`src/rtl/write_buffer_pkg.sv`:
```
// write_buffer_pkg
// Shared definitions for the data-cache write-back buffer: default sizes and
// the drain state machine encoding.
//   WB_DEPTH    default number of buffer entries (power of two, >= 2)
//   WB_BLOCK_W  default cache block width in bits
//   MEM_DEPTH   address width of the backing dataram word space
//   WB_ADDR_W   block address width, matching the dataram addr port
//   wb_state_t  WB_IDLE / WB_WRITE drain states
package write_buffer_pkg;

    localparam int WB_DEPTH   = 4;
    localparam int WB_BLOCK_W = 128;
    localparam int MEM_DEPTH  = 12;
    localparam int WB_ADDR_W  = MEM_DEPTH - 2;

    typedef enum logic {
        WB_IDLE  = 1'b0,
        WB_WRITE = 1'b1
    } wb_state_t;

endpackage

```
`src/rtl/write_buffer_addr_match.sv`:
```
// wb_addr_match
// Comparator array: flags every valid buffer entry whose address equals the
// compare address. Priority/age selection is left to the instantiating module.
//   valid       per-entry valid bits
//   entry_addr  per-entry block addresses
//   cmp_addr    address to look up
//   match       per-entry match vector (valid && address equal)
module wb_addr_match #(
    parameter int DEPTH  = 4,
    parameter int ADDR_W = 10
) (
    input  logic [DEPTH-1:0]             valid,
    input  logic [DEPTH-1:0][ADDR_W-1:0] entry_addr,
    input  logic [ADDR_W-1:0]            cmp_addr,
    output logic [DEPTH-1:0]             match
);

    for (genvar gi = 0; gi < DEPTH; gi++) begin : g_cmp
        assign match[gi] = valid[gi] && (entry_addr[gi] == cmp_addr);
    end

endmodule

```
`src/rtl/write_buffer.sv`:
```
// write_buffer
// Write-back buffer between the data cache and dataram. Accepts evicted dirty
// blocks in one cycle, coalesces repeat evictions of the same block, forwards
// buffered data to refill lookups, and drains entries to DRAM in FIFO order.
// Ports:
//   clk, rst             clock; synchronous active-low reset
//   wb_valid/ready/addr/data   eviction push interface
//   rd_addr -> rd_hit, rd_data refill lookup (combinational, newest match)
//   refill_pending, flush      drain deferral / forced drain
//   dram_we/addr/in, dram_complete  DRAM write port (we held until complete)
//   count, empty               occupancy
module write_buffer
    import write_buffer_pkg::*;
#(
    parameter int DEPTH   = WB_DEPTH,
    parameter int ADDR_W  = WB_ADDR_W,
    parameter int BLOCK_W = WB_BLOCK_W
) (
    input  logic                       clk,
    input  logic                       rst,
    input  logic                       wb_valid,
    output logic                       wb_ready,
    input  logic [ADDR_W-1:0]          wb_addr,
    input  logic [BLOCK_W-1:0]         wb_data,
    input  logic [ADDR_W-1:0]          rd_addr,
    output logic                       rd_hit,
    output logic [BLOCK_W-1:0]         rd_data,
    input  logic                       refill_pending,
    input  logic                       flush,
    output logic                       dram_we,
    output logic [ADDR_W-1:0]          dram_addr,
    output logic [BLOCK_W-1:0]         dram_in,
    input  logic                       dram_complete,
    output logic [$clog2(DEPTH):0]     count,
    output logic                       empty
);

    localparam int PTR_W = $clog2(DEPTH);
    localparam int CNT_W = PTR_W + 1;

    logic [DEPTH-1:0]             valid_reg;
    logic [DEPTH-1:0][ADDR_W-1:0] addr_reg;
    logic [BLOCK_W-1:0]           data_reg [DEPTH];
    logic [PTR_W-1:0]             head_reg;
    logic [PTR_W-1:0]             tail_reg;
    logic [CNT_W-1:0]             count_reg;
    wb_state_t                    state_reg;
    wb_state_t                    state_next;

    logic [DEPTH-1:0] wb_match;
    logic [DEPTH-1:0] rd_match;
    logic             push;
    logic             pop;
    logic             alloc;
    logic             coal_hit;
    logic [PTR_W-1:0] coal_idx;
    logic [PTR_W-1:0] fwd_idx;

    wb_addr_match #(.DEPTH(DEPTH), .ADDR_W(ADDR_W)) u_wb_match (
        .valid      (valid_reg),
        .entry_addr (addr_reg),
        .cmp_addr   (wb_addr),
        .match      (wb_match)
    );

    wb_addr_match #(.DEPTH(DEPTH), .ADDR_W(ADDR_W)) u_rd_match (
        .valid      (valid_reg),
        .entry_addr (addr_reg),
        .cmp_addr   (rd_addr),
        .match      (rd_match)
    );

    assign wb_ready = (count_reg < CNT_W'(DEPTH));
    assign push     = wb_valid && wb_ready;
    assign pop      = (state_reg == WB_WRITE) && dram_complete;
    assign alloc    = push && !coal_hit;

    // Coalesce target: any matching entry except the head while it is being
    // written (its data must stay frozen). Because every push coalesces when
    // it can, at most one such entry exists for a given address.
    always_comb begin
        coal_hit = 1'b0;
        coal_idx = '0;
        for (int i = 0; i < DEPTH; i++) begin
            if (wb_match[i] && !((state_reg == WB_WRITE) && (PTR_W'(i) == head_reg))) begin
                coal_hit = 1'b1;
                coal_idx = PTR_W'(i);
            end
        end
    end

    // Forwarding: walk entries oldest (head) to newest so the last match
    // found is the newest copy of the block.
    always_comb begin
        rd_hit  = 1'b0;
        rd_data = '0;
        fwd_idx = head_reg;
        for (int k = 0; k < DEPTH; k++) begin
            fwd_idx = head_reg + PTR_W'(k);
            if (rd_match[fwd_idx]) begin
                rd_hit  = 1'b1;
                rd_data = data_reg[fwd_idx];
            end
        end
    end

    always_comb begin
        state_next = state_reg;
        case (state_reg)
            WB_IDLE: begin
                if ((count_reg != '0) &&
                    (!refill_pending || flush || (count_reg == CNT_W'(DEPTH)))) begin
                    state_next = WB_WRITE;
                end
            end
            WB_WRITE: begin
                if (dram_complete) begin
                    state_next = WB_IDLE;
                end
            end
            default: state_next = WB_IDLE;
        endcase
    end

    always_ff @(posedge clk) begin
        if (!rst) begin
            state_reg <= WB_IDLE;
        end else begin
            state_reg <= state_next;
        end
    end

    always_ff @(posedge clk) begin
        if (!rst) begin
            valid_reg <= '0;
            head_reg  <= '0;
            tail_reg  <= '0;
            count_reg <= '0;
        end else begin
            // Head and tail never coincide when both fire: a pop needs
            // count >= 1 and a push needs count < DEPTH.
            if (pop) begin
                valid_reg[head_reg] <= 1'b0;
                head_reg            <= head_reg + PTR_W'(1);
            end
            if (alloc) begin
                valid_reg[tail_reg] <= 1'b1;
                tail_reg            <= tail_reg + PTR_W'(1);
            end
            if (alloc && !pop) begin
                count_reg <= count_reg + CNT_W'(1);
            end else if (pop && !alloc) begin
                count_reg <= count_reg - CNT_W'(1);
            end
        end
    end

    // Entry payload storage; validity is tracked separately so no reset here.
    always_ff @(posedge clk) begin
        if (push) begin
            if (coal_hit) begin
                data_reg[coal_idx] <= wb_data;
            end else begin
                data_reg[tail_reg] <= wb_data;
                addr_reg[tail_reg] <= wb_addr;
            end
        end
    end

    assign count     = count_reg;
    assign empty     = (count_reg == '0);
    assign dram_we   = (state_reg == WB_WRITE);
    assign dram_addr = dram_we ? addr_reg[head_reg] : '0;
    assign dram_in   = dram_we ? data_reg[head_reg] : '0;

endmodule

```
`config.mk`:
```
export PLATFORM = sky130hd
export DESIGN_NAME = write_buffer
export DESIGN_NICKNAME = d
export VERILOG_FILES = /design/src/rtl/write_buffer_pkg.sv /design/src/rtl/write_buffer_addr_match.sv /design/src/rtl/write_buffer.sv
export SDC_FILE = /design/constraint.sdc
export NUM_CORES = 1
export LEC_CHECK = 0
export BUFFER_PORTS_ARGS = -buffer_cell sky130_fd_sc_hd__buf_2
export CORE_UTILIZATION = 51
export DETAILED_ROUTE_END_ITERATION = 10
export PLACE_DENSITY = 0.68
export SYNTH_ARGS = -nofsm -noshare
export SYNTH_HDL_FRONTEND = slang
export SYNTH_SLANG_ARGS = --single-unit
export TNS_END_PERCENT = 10
```
`constraint.sdc`:
```
create_clock -name clk -period 10.4 [get_ports clk]
set_input_delay 1.56 -clock clk [delete_from_list [all_inputs] [get_ports clk]]
set_output_delay 1.56 -clock clk [all_outputs]
set_load 0.02 [all_outputs]
```
# ---- Word-level counts from Yosys, hierarchy flattened
# Memory sizes are Yosys's and may differ from the RTL's. A register that Yosys moved wholly into a read port is not among the register bits.
# Cells that the tools add are included.
dict set report op_classes {
  muxes 53
  bitwise_logic 5
  reduce_logical 40
  addsub 6
  n_eq_ne 12
  n_lt_le_gt_ge 8
}
# operator n
set ops {}
lappend ops {{$mux W128} 6}
lappend ops {{$reduce_or A128 Y1} 1}
lappend ops {{$eq A10 B10 Y1} 8}
lappend ops {{$bwmux W40} 1}
lappend ops {{$mux W10} 3}
lappend ops {{$logic_and A1 B1 Y1} 24}
lappend ops {{$mux W1} 24}
lappend ops {{$bmux W10 S2} 1}
lappend ops {{$demux W10 S2} 1}
lappend ops {{$lt A2 B3 Y1 const B} 5}
lappend ops {{$mux W4} 3}
lappend ops {{$mux W2} 5}
lappend ops {{$bmux W1 S2} 4}
lappend ops {{$logic_not A1 Y1} 8}
lappend ops {{$mux W3} 2}
lappend ops {{$add A2 B1 Y2 const B} 2}
lappend ops {{$add A2 B2 Y2 const B} 2}
lappend ops {{$and A4 B4 Y4} 1}
lappend ops {{$demux W1 S2} 2}
lappend ops {{$eq A2 B2 Y1 const A} 2}
lappend ops {{$ge A2 B1 Y1 const B} 2}
lappend ops {{$not A4 Y4} 1}
lappend ops {{$or A4 B4 Y4} 1}
lappend ops {{$add A3 B1 Y3 const B} 1}
lappend ops {{12 further kinds} 14}
dict set report totals {
  elab_cells 134
  reg_bits 52
  ramBits 512
  memories 1
  output_inout_bits 273
  inputBits 154
}
# name depth word_bits rd rd_ports_with_merged_regs write_ports line
set memory_table {}
lappend memory_table {data_reg 4 128 4 1 1 write_buffer.sv:43} ;# logic [BLOCK_W-1:0] data_reg [DEPTH];

# ---- Depth between registers and ports, before layout
dict set report logic_depth {
  depth_word 14
  ltp_mapped 18
  ltp_nobuf 13
}

# ---- Modules after synthesis
# From an unflattened synthesis, not the netlist that was laid out.
dict set report hier_totals {
  cells_unflattened 1918
  hier_area_um2 35074.9
}
# module cells_each n_inst area_per_inst_um2
set modules_own_cells {}
lappend modules_own_cells {write_buffer 1786 1 33908.8}
lappend modules_own_cells {wb_addr_match 66 2 583.1}

# ---- Least setup slack after synthesis
# Ideal clock, no wire load.
dict set report synth_timing {
  path_type {input port to flip-flop}
  start {input wb_addr[5]}
  end {memory data_reg[2][0] in the netlist's numbering, enable pin}
  setup_slack_ns 1.708
  arrival_ns 8.074
  setup_time_ns 0.618
  cell_stages 8
  path_cell_list {clkbuf_1 > xor2_1 > nor4_1 > a31oi_1 > a21oi_1 > nor2_1 > or2_2 > nor2_1}
}
dict set report synth_via {
  elab_chain_len 12
}
# item line
set synth_rtl {}
lappend synth_rtl {{from (decl)} write_buffer.sv:23} ;# input logic [ADDR_W-1:0] wb_addr,
lappend synth_rtl {{$eq A10 B10 Y1} write_buffer_addr_match.sv:19} ;# assign match[gi] = valid[gi] && (entry_addr[gi] == cmp_addr);
lappend synth_rtl {{$logic_and A1 B1 Y1} write_buffer_addr_match.sv:19}
lappend synth_rtl {{$logic_and A1 B1 Y1} write_buffer.sv:85} ;# if (wb_match[i] && !((state_reg == WB_WRITE) && (PTR_W'(i) == head_reg))) begin
lappend synth_rtl {{$mux W1 (4 in a row)} write_buffer.sv:85}
lappend synth_rtl {{$mux W1} write_buffer.sv:161} ;# if (coal_hit) begin
lappend synth_rtl {{$mux W1} write_buffer.sv:160} ;# if (push) begin
lappend synth_rtl {{$mux W1 (not written as such)} write_buffer.sv:164} ;# data_reg[tail_reg] <= wb_data;
lappend synth_rtl {{$reduce_or A128 Y1 (no source line)} n/a}
lappend synth_rtl {{$mux W2 (no source line) or $mux W1 (tied branches)} n/a}
lappend synth_rtl {{to (decl)} write_buffer.sv:43}
# Several ways; a longest one is shown, not always the timed one.

# ---- Final worst setup path
dict set report layout_timing {
  start {register head_reg[0]}
  end {output rd_data[82]}
}
# item line
set layout_lines {}
lappend layout_lines {{from (decl)} write_buffer.sv:44} ;# logic [PTR_W-1:0] head_reg;
lappend layout_lines {{from (signal assigned)} write_buffer.sv:144} ;# head_reg <= head_reg + PTR_W'(1);
lappend layout_lines {{$add A2 B2 Y2 (*)} write_buffer.sv:99} ;# fwd_idx = head_reg + PTR_W'(k);
lappend layout_lines {{named net fwd_idx[0]} write_buffer.sv:57} ;# logic [PTR_W-1:0] fwd_idx;
lappend layout_lines {{$bmux W1 S2} write_buffer.sv:100} ;# if (rd_match[fwd_idx]) begin
lappend layout_lines {{$mux W1 (not written as such)} write_buffer.sv:100}
lappend layout_lines {{$mux W128 (*)} write_buffer.sv:100}
lappend layout_lines {{to (decl)} write_buffer.sv:27} ;# output logic [BLOCK_W-1:0] rd_data,
# Mark *: on every way through the listed nets, which the timed path passes. The rest lies on a longest branch. The select of a mux whose other input is x is not followed.

==> results by group <==
Finish
  – End-of-flow core utilization: 0.577
  – Layout area overhead: 12.0%
  – Final nets: about 3200
  – FF+latch area: 16900 sq um
  – Final Cell Area: 40500 sq um
  – Most frequent cells in the layout: edfxtp_1, buf_2, nor2_1
  – Largest register FFs: just over 500
  – Share of cells above drive strength 1: 0.399
  – # fillers: 5708
  – Multi-input logic area: 17900 sq um
  – Non-filler cells, final: between 3000 and 4000
  – Commonest non-fill, non-tap cell in the layout: edfxtp_1

Job
  – MaxCap Viol Count: 0

Place
  – Gpl congestion: 0.858
  – Placed cell area: 38400 sq um
  – Post-Place Cells: 3859
  – Dpl ws: ~3.5 ns
  – HPWL Detailed: 60900 um
  – Port Buffer Count: 426

Timing
  – Hold WS: 0.537 ns
  – Setup TNS: 0 ns
  – Post-route setup slack: roughly 2.9 ns
  – Min cycle time layout: 7.48 ns
  – Max Slew Vio Count: 0
  – Final setup viols: 0
  – Final Skew: 0.0376 ns
  – FMAX: around 130 MHz
  – Worst-margin pin slew: 1.14 ns
  – Final hold violation count: 0
  – RSZ-0062 raised after global routing: false
  – Fin crit share: 0.719
  – Worst rel slew slack: 0.242

Power
  – Overall Power: 9.33 mW
  – Switching Fraction: 0.399
  – Sequential power share: 0.314
  – Internal: roughly 5.6 mW
  – Pleak: around 13 nW
  – Clock share of power: 0.234
  – P per Cell Area: 230 nW/um^2
  – Comb power frac: 0.452
  – Maximum ir drop on the vdd rail: 0.154 mV
  – P_sw: 3.72 mW

Worst setup path
  – Crit Path Max Fanout: 100
  – CP arrival: roughly 5.9 ns
  – CP Class: flop to primary output
  – Crit. End Element: primary output
  – Worst Path Required: 8.84 ns
  – Crit path launch type: flop

Routing
  – Mean routed wirelength per cell: 25.6 um
  – 1st-iter DRT viols: between 2000 and 2500
  – DR vias: between 20000 and 30000
  – DRT Wirelength: 102000 um
  – Final ANT Viol Nets: 0
  – DRC violations left: 0
  – Via/cell ratio: 6.41
  – First drt pass iteration count: 8

CTS
  – Hold buffers post-CTS: 0
  – CTS clock-pin slew for the worst setup and hold paths: 0.06 ns
  – CTS tree: yes
  – Max Root-Sink Buffers: 3
  – Root buffer cell: clkbuf_16
  – CTS resizes: 0
  – Clock Sinks: 566
  – CTS HTree Levels: 3
  – Setup Buffers After CTS: 0
  – Worst-Skew Late Latency: 0.60 ns
  – TritonCTS buffer count: between 60 and 70

Floorplan
  – Die Y: 268 um
  – I/O Pins: 427
  – DIE WIDTH: 268 um
  – Initial core utilization: 0.515
  – Die area: 72000 sq um
  – Core Footprint: 70100 sq um
  – Row Count: 97

Synth
  – Register bit total from synthesis: 566
  – Ys Warns: 0
  – Async set-reset flop share out of synthesis: 0
  – Post-synth top flop: edfxtp_1
  – Syn Area/Cell: 13.3 sq um
  – Cell Area, Synth: 36200 sq um
  – Cells after Synth: ~2700
  – EDFF count, synth: roughly 550
  – Synth cell types: 50
  – Seq/Total Area, Yosys: 0.466
  – Synthesized Nets: 2892

GRT
  – Gr ovfl total: 0
  – Global-route usage over all layers: 0.280
  – Number of global-route vias before repair: about 26000
  – Largest net degree at the start of global routing: 149
  – First-pass GRT wire length: 153000 um
  – Initial antenna violation count: 34

Outcome
  – Status: finished, final reports clean

Worst hold path
  – Worst hold path class: flop to flop
## worst paths after layout
kind	from	to	slack, ns	depth (start not counted)
worst max-delay path	head_reg[0]	rd_data[82]	2.92	10
worst min-delay path	count[2]	count[2]	0.54	2
worst max register to register	head_reg[0]	data_reg[0][112]	6.32	10
worst min register to register	count[2]	count[2]	0.54	2
## area by class of cell
class / count / share of cell area
multi-input combinational: 1885 / 0.441
sequential: 566 / 0.417
timing repair buffer: 460 / 0.0614
clock buffer: 85 / 0.0454
tap: 940 / 0.0290
clock inverter: 23 / 0.00423
antenna: 27 / 0.00167
inverter: 8 / 0.000741
## cells in the mapped netlist (2+ instances only)
cell | n | area share
nor4_1 | 6 | 0.0010
nand4_1 | 15 | 0.0026
nor3_1 | 4 | 0.00055
a221oi_1 | 8 | 0.0019
buf_6 | 14 | 0.0044
a221oi_2 | 120 | 0.050
edfxtp_1 | 552 | 0.46
nor3_2 | 2 | 0.00055
a21boi_0 | 6 | 0.0012
xnor2_1 | 70 | 0.017
buf_1 | 27 | 0.0028
nor4_2 | 3 | 0.0010
buf_8 | 3 | 0.0012
nand2_1 | 138 | 0.014
xor2_1 | 11 | 0.0027
mux2i_1 | 130 | 0.036
o21ai_0 | 129 | 0.018
and2_1 | 144 | 0.025
mux2_2 | 128 | 0.040
nor2b_1 | 3 | 0.00052
buf_4 | 17 | 0.0035
a21o_1 | 2 | 0.00042
ha_1 | 9 | 0.0031
dfxtp_1 | 14 | 0.0078
a211oi_2 | 127 | 0.044
nand2b_1 | 6 | 0.0010
nand3_1 | 7 | 0.00097
clkbuf_4 | 3 | 0.00062
a21oi_1 | 129 | 0.018
o21a_1 | 4 | 0.00083
and3_1 | 4 | 0.00069
buf_2 | 97 | 0.013
clkbuf_1 | 100 | 0.010
nor2_1 | 394 | 0.041
buf_12 | 8 | 0.0044
mux4_2 | 266 | 0.17
or2_1 | 2 | 0.00035
inv_1 | 8 | 0.00083
a211oi_1 | 7 | 0.0015
## cells by family after synthesis
logic type | Yosys count | share of synthesized area
xor+xnor | 81 | 0.0196
compound gates | 538 | 0.137
flops | 566 | 0.466
buf+inv | 277 | 0.0416
mux | 524 | 0.242
simple gates | 732 | 0.0902
fa+ha+maj | 10 | 0.00367
## worst max-delay path, cell delays in order, from the launching register on
cell and delay (ns):
dfxtp_4 0.91, inv_1 0.26, ha_4 0.95, inv_1 0.13
a211oi_1 0.45, or2_4 0.42, buf_4 0.60, buf_4 0.76
nor2_1 0.14, a211oi_2 0.38, buf_2 0.24
## power groups by stage
stage | combinational (mW) | clock [mW] | sequential [mW]
floorplan | 3.17 | 0 | 2.88
CTS | 4.22 | 2.22 | 2.93
finish | 4.21 | 2.18 | 2.93
global route | 4.50 | 2.30 | 2.96
detailed placement | 4.20 | 0 | 2.98
global placement | 4.13 | 0 | 2.96
## metal layers
layer  vias up  track usage  part of all wire
li1      11230            -                 -
met1     13071        0.351              0.39
met2      1044        0.462              0.49
met3       229       0.0589             0.073
met4        22        0.140             0.039
met5         -            0            0.0014
Note: power is estimated with default switching activity, not from simulation.
